File: config.mk
export PLATFORM = sky130hd
export DESIGN_NAME = alu_exec_pipe
export DESIGN_NICKNAME = d
export VERILOG_FILES = /design/src/rtl/alu_exec_pipe.sv
export SDC_FILE = /design/constraint.sdc
export NUM_CORES = 1
export LEC_CHECK = 0
export CAP_MARGIN = 30
export CORE_MARGIN = 2
export CORE_UTILIZATION = 50
export DETAILED_ROUTE_END_ITERATION = 10
export HOLD_SLACK_MARGIN = 0.1
export PLACE_DENSITY_LB_ADDON = 0.05
export SYNTH_ARGS = -nofsm -noshare
export SYNTH_HDL_FRONTEND = slang
export SYNTH_SLANG_ARGS = --single-unit
export TNS_END_PERCENT = 20
File: constraint.sdc
create_clock -name clk -period 4 [get_ports clk]
set_clock_uncertainty 0.2 [all_clocks]
set_input_delay 0.6 -clock clk [delete_from_list [all_inputs] [get_ports clk]]
set_output_delay 0.6 -clock clk [all_outputs]
set_load 0.01 [all_outputs]
File: src/rtl/alu_exec_pipe.sv
`default_nettype none
// ============================================================================
// Module   : alu_exec_pipe
// Brief    : Single-stage ALU execute pipe with valid/ready handshake, flags,
//            conditional jump decision and a shift history of past results.
// Revision : 1.0
// ============================================================================
module alu_exec_pipe #(
    parameter int WIDTH      = 16,
    parameter int HIST_DEPTH = 2
) (
    input  logic                        clk,
    input  logic                        rst,
    input  logic                        in_valid,
    output logic                        in_ready,
    input  logic [WIDTH-1:0]            op_a,
    input  logic [WIDTH-1:0]            op_b,
    input  logic [WIDTH-1:0]            imm,
    input  logic                        alu_src,
    input  logic [3:0]                  alu_op,
    input  logic [1:0]                  jump_type,
    input  logic                        flush,
    output logic                        out_valid,
    input  logic                        out_ready,
    output logic [WIDTH-1:0]            result,
    output logic [2:0]                  flags,
    output logic                        jump_taken,
    output logic [WIDTH*HIST_DEPTH-1:0] result_hist
);

    localparam logic [3:0] OP_PASS_A = 4'd0;
    localparam logic [3:0] OP_PASS_B = 4'd1;
    localparam logic [3:0] OP_ADD    = 4'd2;
    localparam logic [3:0] OP_SUB    = 4'd3;
    localparam logic [3:0] OP_AND    = 4'd4;
    localparam logic [3:0] OP_OR     = 4'd5;
    localparam logic [3:0] OP_NOT    = 4'd6;
    localparam logic [3:0] OP_INC    = 4'd7;
    localparam logic [3:0] OP_DEC    = 4'd8;
    localparam logic [3:0] OP_SHL    = 4'd9;
    localparam logic [3:0] OP_SHR    = 4'd10;
    localparam logic [3:0] OP_SETC   = 4'd11;
    localparam logic [3:0] OP_CLRC   = 4'd12;

    logic [WIDTH-1:0] opnd_b;
    logic [WIDTH:0]   ext;
    logic [WIDTH-1:0] alu_res;
    logic             c_nxt;
    logic             z_nxt;
    logic             n_nxt;
    logic             upd_zn;
    logic             jump_nxt;
    logic             accept;
    logic [WIDTH-1:0] hist_q [HIST_DEPTH];

    assign in_ready = !out_valid | out_ready;
    assign accept   = in_valid & in_ready & !flush;
    assign opnd_b   = alu_src ? imm : op_b;

    // flags is {C,Z,N}; ops that do not write a flag pass its old value through
    always_comb begin
        ext     = '0;
        alu_res = op_a;
        c_nxt   = flags[2];
        z_nxt   = flags[1];
        n_nxt   = flags[0];
        upd_zn  = 1'b0;
        case (alu_op)
            OP_PASS_A: alu_res = op_a;
            OP_PASS_B: alu_res = opnd_b;
            OP_ADD: begin
                ext     = {1'b0, op_a} + {1'b0, opnd_b};
                alu_res = ext[WIDTH-1:0];
                c_nxt   = ext[WIDTH];
                upd_zn  = 1'b1;
            end
            OP_SUB: begin
                ext     = {1'b0, op_a} - {1'b0, opnd_b};
                alu_res = ext[WIDTH-1:0];
                c_nxt   = ext[WIDTH];
                upd_zn  = 1'b1;
            end
            OP_AND: begin
                alu_res = op_a & opnd_b;
                upd_zn  = 1'b1;
            end
            OP_OR: begin
                alu_res = op_a | opnd_b;
                upd_zn  = 1'b1;
            end
            OP_NOT: begin
                alu_res = ~op_a;
                upd_zn  = 1'b1;
            end
            OP_INC: begin
                ext     = {1'b0, op_a} + (WIDTH+1)'(1);
                alu_res = ext[WIDTH-1:0];
                c_nxt   = ext[WIDTH];
                upd_zn  = 1'b1;
            end
            OP_DEC: begin
                ext     = {1'b0, op_a} - (WIDTH+1)'(1);
                alu_res = ext[WIDTH-1:0];
                c_nxt   = ext[WIDTH];
                upd_zn  = 1'b1;
            end
            OP_SHL: begin
                alu_res = {op_a[WIDTH-2:0], 1'b0};
                c_nxt   = op_a[WIDTH-1];
                upd_zn  = 1'b1;
            end
            OP_SHR: begin
                alu_res = {1'b0, op_a[WIDTH-1:1]};
                c_nxt   = op_a[0];
                upd_zn  = 1'b1;
            end
            OP_SETC: c_nxt = 1'b1;
            OP_CLRC: c_nxt = 1'b0;
            default: alu_res = op_a;
        endcase
        if (upd_zn) begin
            z_nxt = (alu_res == '0);
            n_nxt = alu_res[WIDTH-1];
        end
    end

    // Jump decision looks at the flags as they stand before this op writes them
    always_comb begin
        case (jump_type)
            2'd1:    jump_nxt = flags[1];
            2'd2:    jump_nxt = flags[0];
            2'd3:    jump_nxt = flags[2];
            default: jump_nxt = 1'b0;
        endcase
    end

    always_ff @(posedge clk) begin
        if (rst) begin
            out_valid  <= 1'b0;
            jump_taken <= 1'b0;
            result     <= '0;
            flags      <= '0;
        end else if (flush) begin
            out_valid  <= 1'b0;
            jump_taken <= 1'b0;
        end else if (accept) begin
            out_valid  <= 1'b1;
            jump_taken <= jump_nxt;
            result     <= alu_res;
            flags      <= {c_nxt, z_nxt, n_nxt};
        end else if (out_ready) begin
            out_valid  <= 1'b0;
        end
    end

    // History pushes the result being replaced, so slice 0 is one op back
    always_ff @(posedge clk) begin
        if (rst) begin
            for (int k = 0; k < HIST_DEPTH; k++) hist_q[k] <= '0;
        end else if (accept) begin
            hist_q[0] <= result;
            for (int k = 1; k < HIST_DEPTH; k++) hist_q[k] <= hist_q[k-1];
        end
    end

    generate
        for (genvar g = 0; g < HIST_DEPTH; g++) begin : g_hist_out
            assign result_hist[g*WIDTH +: WIDTH] = hist_q[g];
        end
    endgenerate

endmodule
`default_nettype wire

==> results.ini, run 1 <==
[job]
drv_cap = 0

[critical_path]
required_ns = 4.03
path_delay_family = simple AND/OR/NAND/NOR gates
critPathKind = in2reg
arrival_ns = 3.87
cp_num_buf_inv = 2
cpPeakStageDelay_ns = 0.54
path_max_fanout = 13
crit_path_end_kind = flip-flop
cpMaxStageDelayCell = clkdlybuf4s50_1
cp-start-kind = input pin
crit_chain = clkdlybuf4s50_1 -> buf_4 -> nand2b_1 -> nor2_1 -> a221oi_1 -> a21oi_1 -> or4_1 -> o22a_1 -> nor4b_4 -> nand4b_1 -> o21ai_1

[floorplan]
ios = 114
row_count = 42
die_h_um = 119
start_util_pct = 50.5
die_area_sq_um = 14200
chipWidth_um = 119
core_sq_um = 13100

[clocking]
cts_max_path_buffers = 2
clock_latency_ns = 0.29
cts_hold_buf = 0
numCtsBuffers = 5
cts_sinks = 53
cts_tree = done
clk_pin_slew_ns = 0.07
htree_levels = 2
cts_root_buf = clkbuf_16

[min_path]
holdCritPathClass = reg2reg

[placed_design]
dp_hpwl_mm = 22.6
gp_congestion = 1.05
placed_cell_area_sq_um = 9390
io_buffers = 113

[routing]
avgViaCountPerCell = 6.50
firstDrtPassIters = 6
wl_per_cell_um = 22.0
route.detailed.drc = 0
vias = 8618
wl_mm = 29.1
postRouteAntennaNets = 0
first_iter_violations = 1073

[sta]
tightest_slew_ns = 1.01
period_share_pct = 96.1
slew_headroom_pct = 32.1
setup_tns_ns = 0
finalSetupViolCount = 0
clock.fmax_mhz = 260
slew_viol_final = 0
rsz0062_at_grt = no
hold_viol_final = 0
period_needed_ns = 3.85

[logic_synthesis]
async_flop_share_pct = 0
yosysTopAreaCellShare_pct = 14.5
synth_warnings = 0
synthesis.nets = 984
synth_ff_type = edfxtp_1
synth_common_cells = nor2_1, nand2_1, a21oi_1
syn_avg_cell_area_sq_um = 7.59
synth_most_common_cell = nor2_1
synth_edf_count = 32
ys_ff_latch = 53
netlist_area_sq_um = 6610
synth_cells = 871
yosysSeqAreaShare_pct = 20.9
yosysTopAreaCell = edfxtp_1
synthDistinctLibCells = 86
synth_area_leaders = edfxtp_1, ha_1, dfxtp_1

[global_routing]
grt_pass1_vias = 8423
overflow = 0
antenna_found_initial = 0
grt_use_met2_pct = 64.1
grt_pass1_wl_mm = 44.6
grt_start_max_net_pins = 47
top_usage_layer = met2
use_met1_pct = 49.7
grt.total_usage_pct = 39.7
use_met3_pct = 8.62

[layout]
syn_to_final_growth_pct = 49.5
drive_above_1_share_pct = 28.0
nets = 1261
diodes = 0
stdcell_area_sq_um = 9890

[power_and_ir_drop]
p_total_mw = 2.30
ir_drop_uv = 254
cellPowerDensity_nw_per_um2 = 232
leakagePower_nw = 4.17

[status]
status = complete, no violations

==> worst reg2reg max path, delay by kind of cell (launching register included) <==
| family | cells | cell delay (ns) |
|---|---|---|
| DFF | 1 | 0.31 |
| AOI/OAI and AO/OA | 1 | 0.14 |
| and+or+nand+nor | 6 | 1.53 |
==> layout make-up <==
type / instances / area (sq um)
fillers: 992 / 3190
flip-flops and latches: 53 / 1380
multi-input cells: 691 / 5030
repair buffers: 340 / 2900
clock buffers: 5 / 125
clock inverters: 3 / 21.3
well taps: 176 / 220
inverters: 57 / 214
==> flip-flops by register name, indices dropped and copies added (netlist names) <==
signal and flops:
flags 3, hist_q 32, jump_taken 1, out_valid 1, result 16
==> layout by cell type (no fill, tap or decap), drive strengths merged, types with 6 or more instances in the layout <==
master	n
nor4	10
o211ai	7
a221oi	9
nor2b	10
mux2i	17
nor2	76
o21ai	59
o31ai	10
nand4	10
o311ai	8
nand2	62
dfxtp	21
nor3b	7
and3	36
a21oi	60
a31oi	15
nand2b	14
buf	227
xnor2	14
nor3	36
o221ai	7
a211oi	17
a21o	8
nand3	16
mux2	12
inv	56
a2111oi	6
a22oi	10
edfxtp	32
clkdlybuf4s50	112
ha	51
o22ai	7
==> power by group <==
group | switching, mW | leakage [nW] | total, mW | internal, mW
Clock | 0.190 | 0.0702 | 0.423 | 0.233
Combinational | 0.650 | 3.59 | 1.25 | 0.598
Sequential | 0.0169 | 0.513 | 0.628 | 0.611
Total | 0.857 | 4.17 | 2.30 | 1.44
==> per-layer routing <==
layer,part of all wire (%),up-vias
met4,6.0,0
met1,38,3945
li1,-,3822
met5,0,-
met3,12,170
met2,45,681
==> kinds of logic after synthesis <==
group,after synthesis,synth area share [%]
AND/OR/NAND/NOR,318,25.6
AO/OA/AOI/OAI,275,28.5
buffers and inverters,127,8.12
adder cells (fa/ha/maj),53,10.3
flip-flops,53,20.9
multiplexers,29,4.62
XOR/XNOR,16,2.12
==> final timing paths <==
kind | from | slack, ns | endpoint | cells after the start
worst max-delay path | alu_op[3] | 0.15 | flags[1]$_SDFFE_PP0P_ | 11
worst min-delay path | result[5]$_SDFFE_PP0P_ | 0.28 | result[5]$_SDFFE_PP0P_ | 2
worst max register to register | out_valid$_SDFFE_PP0P_ | 1.75 | flags[1]$_SDFFE_PP0P_ | 7
worst min register to register | result[5]$_SDFFE_PP0P_ | 0.28 | result[5]$_SDFFE_PP0P_ | 2
==> through the flow <==
| step | hold WS, ns | worst slack (ns) | instances | util [%] |
|---|---|---|---|---|
| detailed placement | 0.262 | -0.444 | 1313 | 71.8 |
| global route | 0.300 | 0.0212 | 1325 | 75.6 |
| floorplan | 0.288 | 0.0427 | 871 | - |
| global placement | 0.258 | -0.356 | 1313 | 71.8 |
| CTS | 0.271 | 0.00134 | 1324 | 74.2 |
| finish | 0.276 | 0.155 | 1325 | 75.6 |
==> repair_timing <==
action                                  CTS  global route
setup buffers                             3             1
resized for setup                        30            40
endpoints found under the setup margin    5             9
pin swaps                                13            16
Note: power is estimated with default switching activity, not from simulation.
==> run 2, diff against run 1 <==
- CORE_ASPECT_RATIO: unset -> 1.4
- CORE_UTILIZATION: 50 -> 35
- CTS_CLUSTER_SIZE: unset -> 10
==> results.ini, run 2 (synthesis gave the netlist of run 1 again) <==
[status]
status = complete, no violations

[routing]
route.detailed.drc = 0
vias = 8232
postRouteAntennaNets = 0
first_iter_violations = 698
avgViaCountPerCell = 5.78
wl_mm = 31.0
wl_per_cell_um = 21.8
firstDrtPassIters = 5

[critical_path]
path_max_fanout = 3
reg2regPathDepth = 7
critPathKind = in2reg
cpPeakStageDelay_ns = 0.51
arrival_ns = 3.95
path_delay_family = compound AO/OA/AOI/OAI gates
reg2reg_from = out_valid$_SDFFE_PP0P_
crit_chain = clkdlybuf4s50_1 -> mux2_2 -> ha_1 -> fa_1 -> nor2_1 -> o311ai_2 -> a2111o_1 -> mux2i_1 -> o32a_1 -> and4bb_2 -> nand4b_1 -> o21ai_1
cpMaxStageDelayCell = a2111o_1
required_ns = 4.03
cp_num_buf_inv = 1
crit_path_end_kind = flip-flop
r2r-end = flags[1]$_SDFFE_PP0P_
cp-start-kind = input pin
rrSetupSlack_ns = 1.59

[min_path]
whs_path_depth = 2
holdCritPathClass = reg2reg
min_to = result[1]$_SDFFE_PP0P_
hp-start = result[1]$_SDFFE_PP0P_

[placed_design]
dp_hpwl_mm = 25.8
dp.cells = 1414
io_buffers = 113
gp_congestion = 0.974

[global_routing]
antenna_found_initial = 0
use_met3_pct = 1.37
grt_pass1_wl_mm = 46.6
use_met1_pct = 33.1
grt.total_usage_pct = 30.3
grt_start_max_net_pins = 46
top_usage_layer = met2
overflow = 0
grt_use_met2_pct = 56.1
grt_pass1_vias = 8165

[floorplan]
chipWidth_um = 120
die_area_sq_um = 20000
core_sq_um = 18500
start_util_pct = 35.7
row_count = 59
ios = 114
die_h_um = 167

[power_and_ir_drop]
cellPowerDensity_nw_per_um2 = 235
ir_drop_uv = 135
leakagePower_nw = 4.29

[sta]
finalSetupViolCount = 0
worst_hold_slack_ns = 0.281
period_needed_ns = 3.92
hold_viol_final = 0
rsz0062_at_grt = yes
slew_headroom_pct = 51.3
slew_viol_final = 0
tightest_slew_ns = 0.730
clock.fmax_mhz = 255
period_share_pct = 98.1

[layout]
top_regs = hist_q x32, result x16, flags x3
final_cell_mix = buf_4, clkdlybuf4s50_1, nor2_1, nand2_1, a21oi_1
largest_register = hist_q
nets = 1291
syn_to_final_growth_pct = 50.6
drive_above_1_share_pct = 27.1
largest_register_ff_count = 32
fin_cells = 1423
final_common_cell = buf_4
diodes = 0

[clocking]
numCtsBuffers = 5
cts_sinks = 53
cts_max_path_buffers = 2
clk_pin_slew_ns = 0.06
cts_root_buf = clkbuf_16
clock_latency_ns = 0.30
htree_levels = 2
cts_tree = done

[job]
drv_cap = 0

[run 2: cell types whose count changed in the layout (fill, tap and decap cells not counted), moves of 7 or more]
cell,change
buf_4,+33
ha_1,+8
a21oi_2,-7
a21oi_1,+7
[run 2: cell type report]
| class | count | area [sq um] |
|---|---|---|
| sequential | 53 | 1380 |
| clock buffer | 7 | 143 |
| inverter | 57 | 214 |
| multi-input combinational | 691 | 4790 |
| fill | 1798 | 8570 |
| timing repair buffer | 370 | 3100 |
| clock inverter | 1 | 30.0 |
| tap | 244 | 305 |
[run 2: worst reg2reg max path, stage by stage (launching register included)]
cell,delay (ns)
dfxtp_1,0.31
nor2b_1,0.15
nor3b_2,0.27
nand3_1,0.24
or4_1,0.57
nor4b_2,0.34
nand4b_1,0.13
o21ai_1,0.12
[run 2: through the flow]
step	cell area, sq um	util [%]	power (mW)	setup WS, ns	setup TNS (ns)
after CTS	9900	53.4	2.32	0.0255	0
after floorplan	6620	-	1.18	0.0427	0
after global placement	9710	52.4	1.82	-0.791	-5.63
after global routing	9960	53.8	2.45	-0.0928	-0.0928
after detailed placement	9710	52.4	1.83	-0.889	-7.52
final	9960	53.8	2.34	0.0773	0
[run 2: how the worst max path moves through the flow]
stage          startpoint                     to  depth (start not counted)
2_1_floorplan     alu_src  flags[1]$_SDFFE_PP0P_                         14
3_3_place_gp      alu_src  flags[2]$_SDFFE_PP0P_                         15
3_5_place_dp      alu_src  flags[2]$_SDFFE_PP0P_                         15
4_1_cts           alu_src  flags[1]$_SDFFE_PP0P_                         14
5_1_grt            imm[0]  flags[1]$_SDFFE_PP0P_                         12
6_report           imm[0]  flags[1]$_SDFFE_PP0P_                         12
[run 2: metal layers]
layer | wire length, um | vias up
met2 | 16100 | 359
met4 | 2160 | 0
li1 | - | 3879
met3 | 1300 | 108
met1 | 11400 | 3886
met5 | 0 | -
[run 2: timing repair]
action	in CTS	in global routing
endpoints found under the setup margin	12	6
pin swaps	0	4
gates cloned	0	0
setup buffers	0	1
resized for setup	8	16
hold buffers	0	0
[run 2: power by group]
| group | switching [mW] | internal (mW) | total (mW) | leakage [nW] |
|---|---|---|---|---|
| Clock | 0.181 | 0.312 | 0.494 | 0.0841 |
| Combinational | 0.635 | 0.585 | 1.22 | 3.69 |
| Sequential | 0.0168 | 0.611 | 0.628 | 0.513 |
| Total | 0.834 | 1.51 | 2.34 | 4.29 |
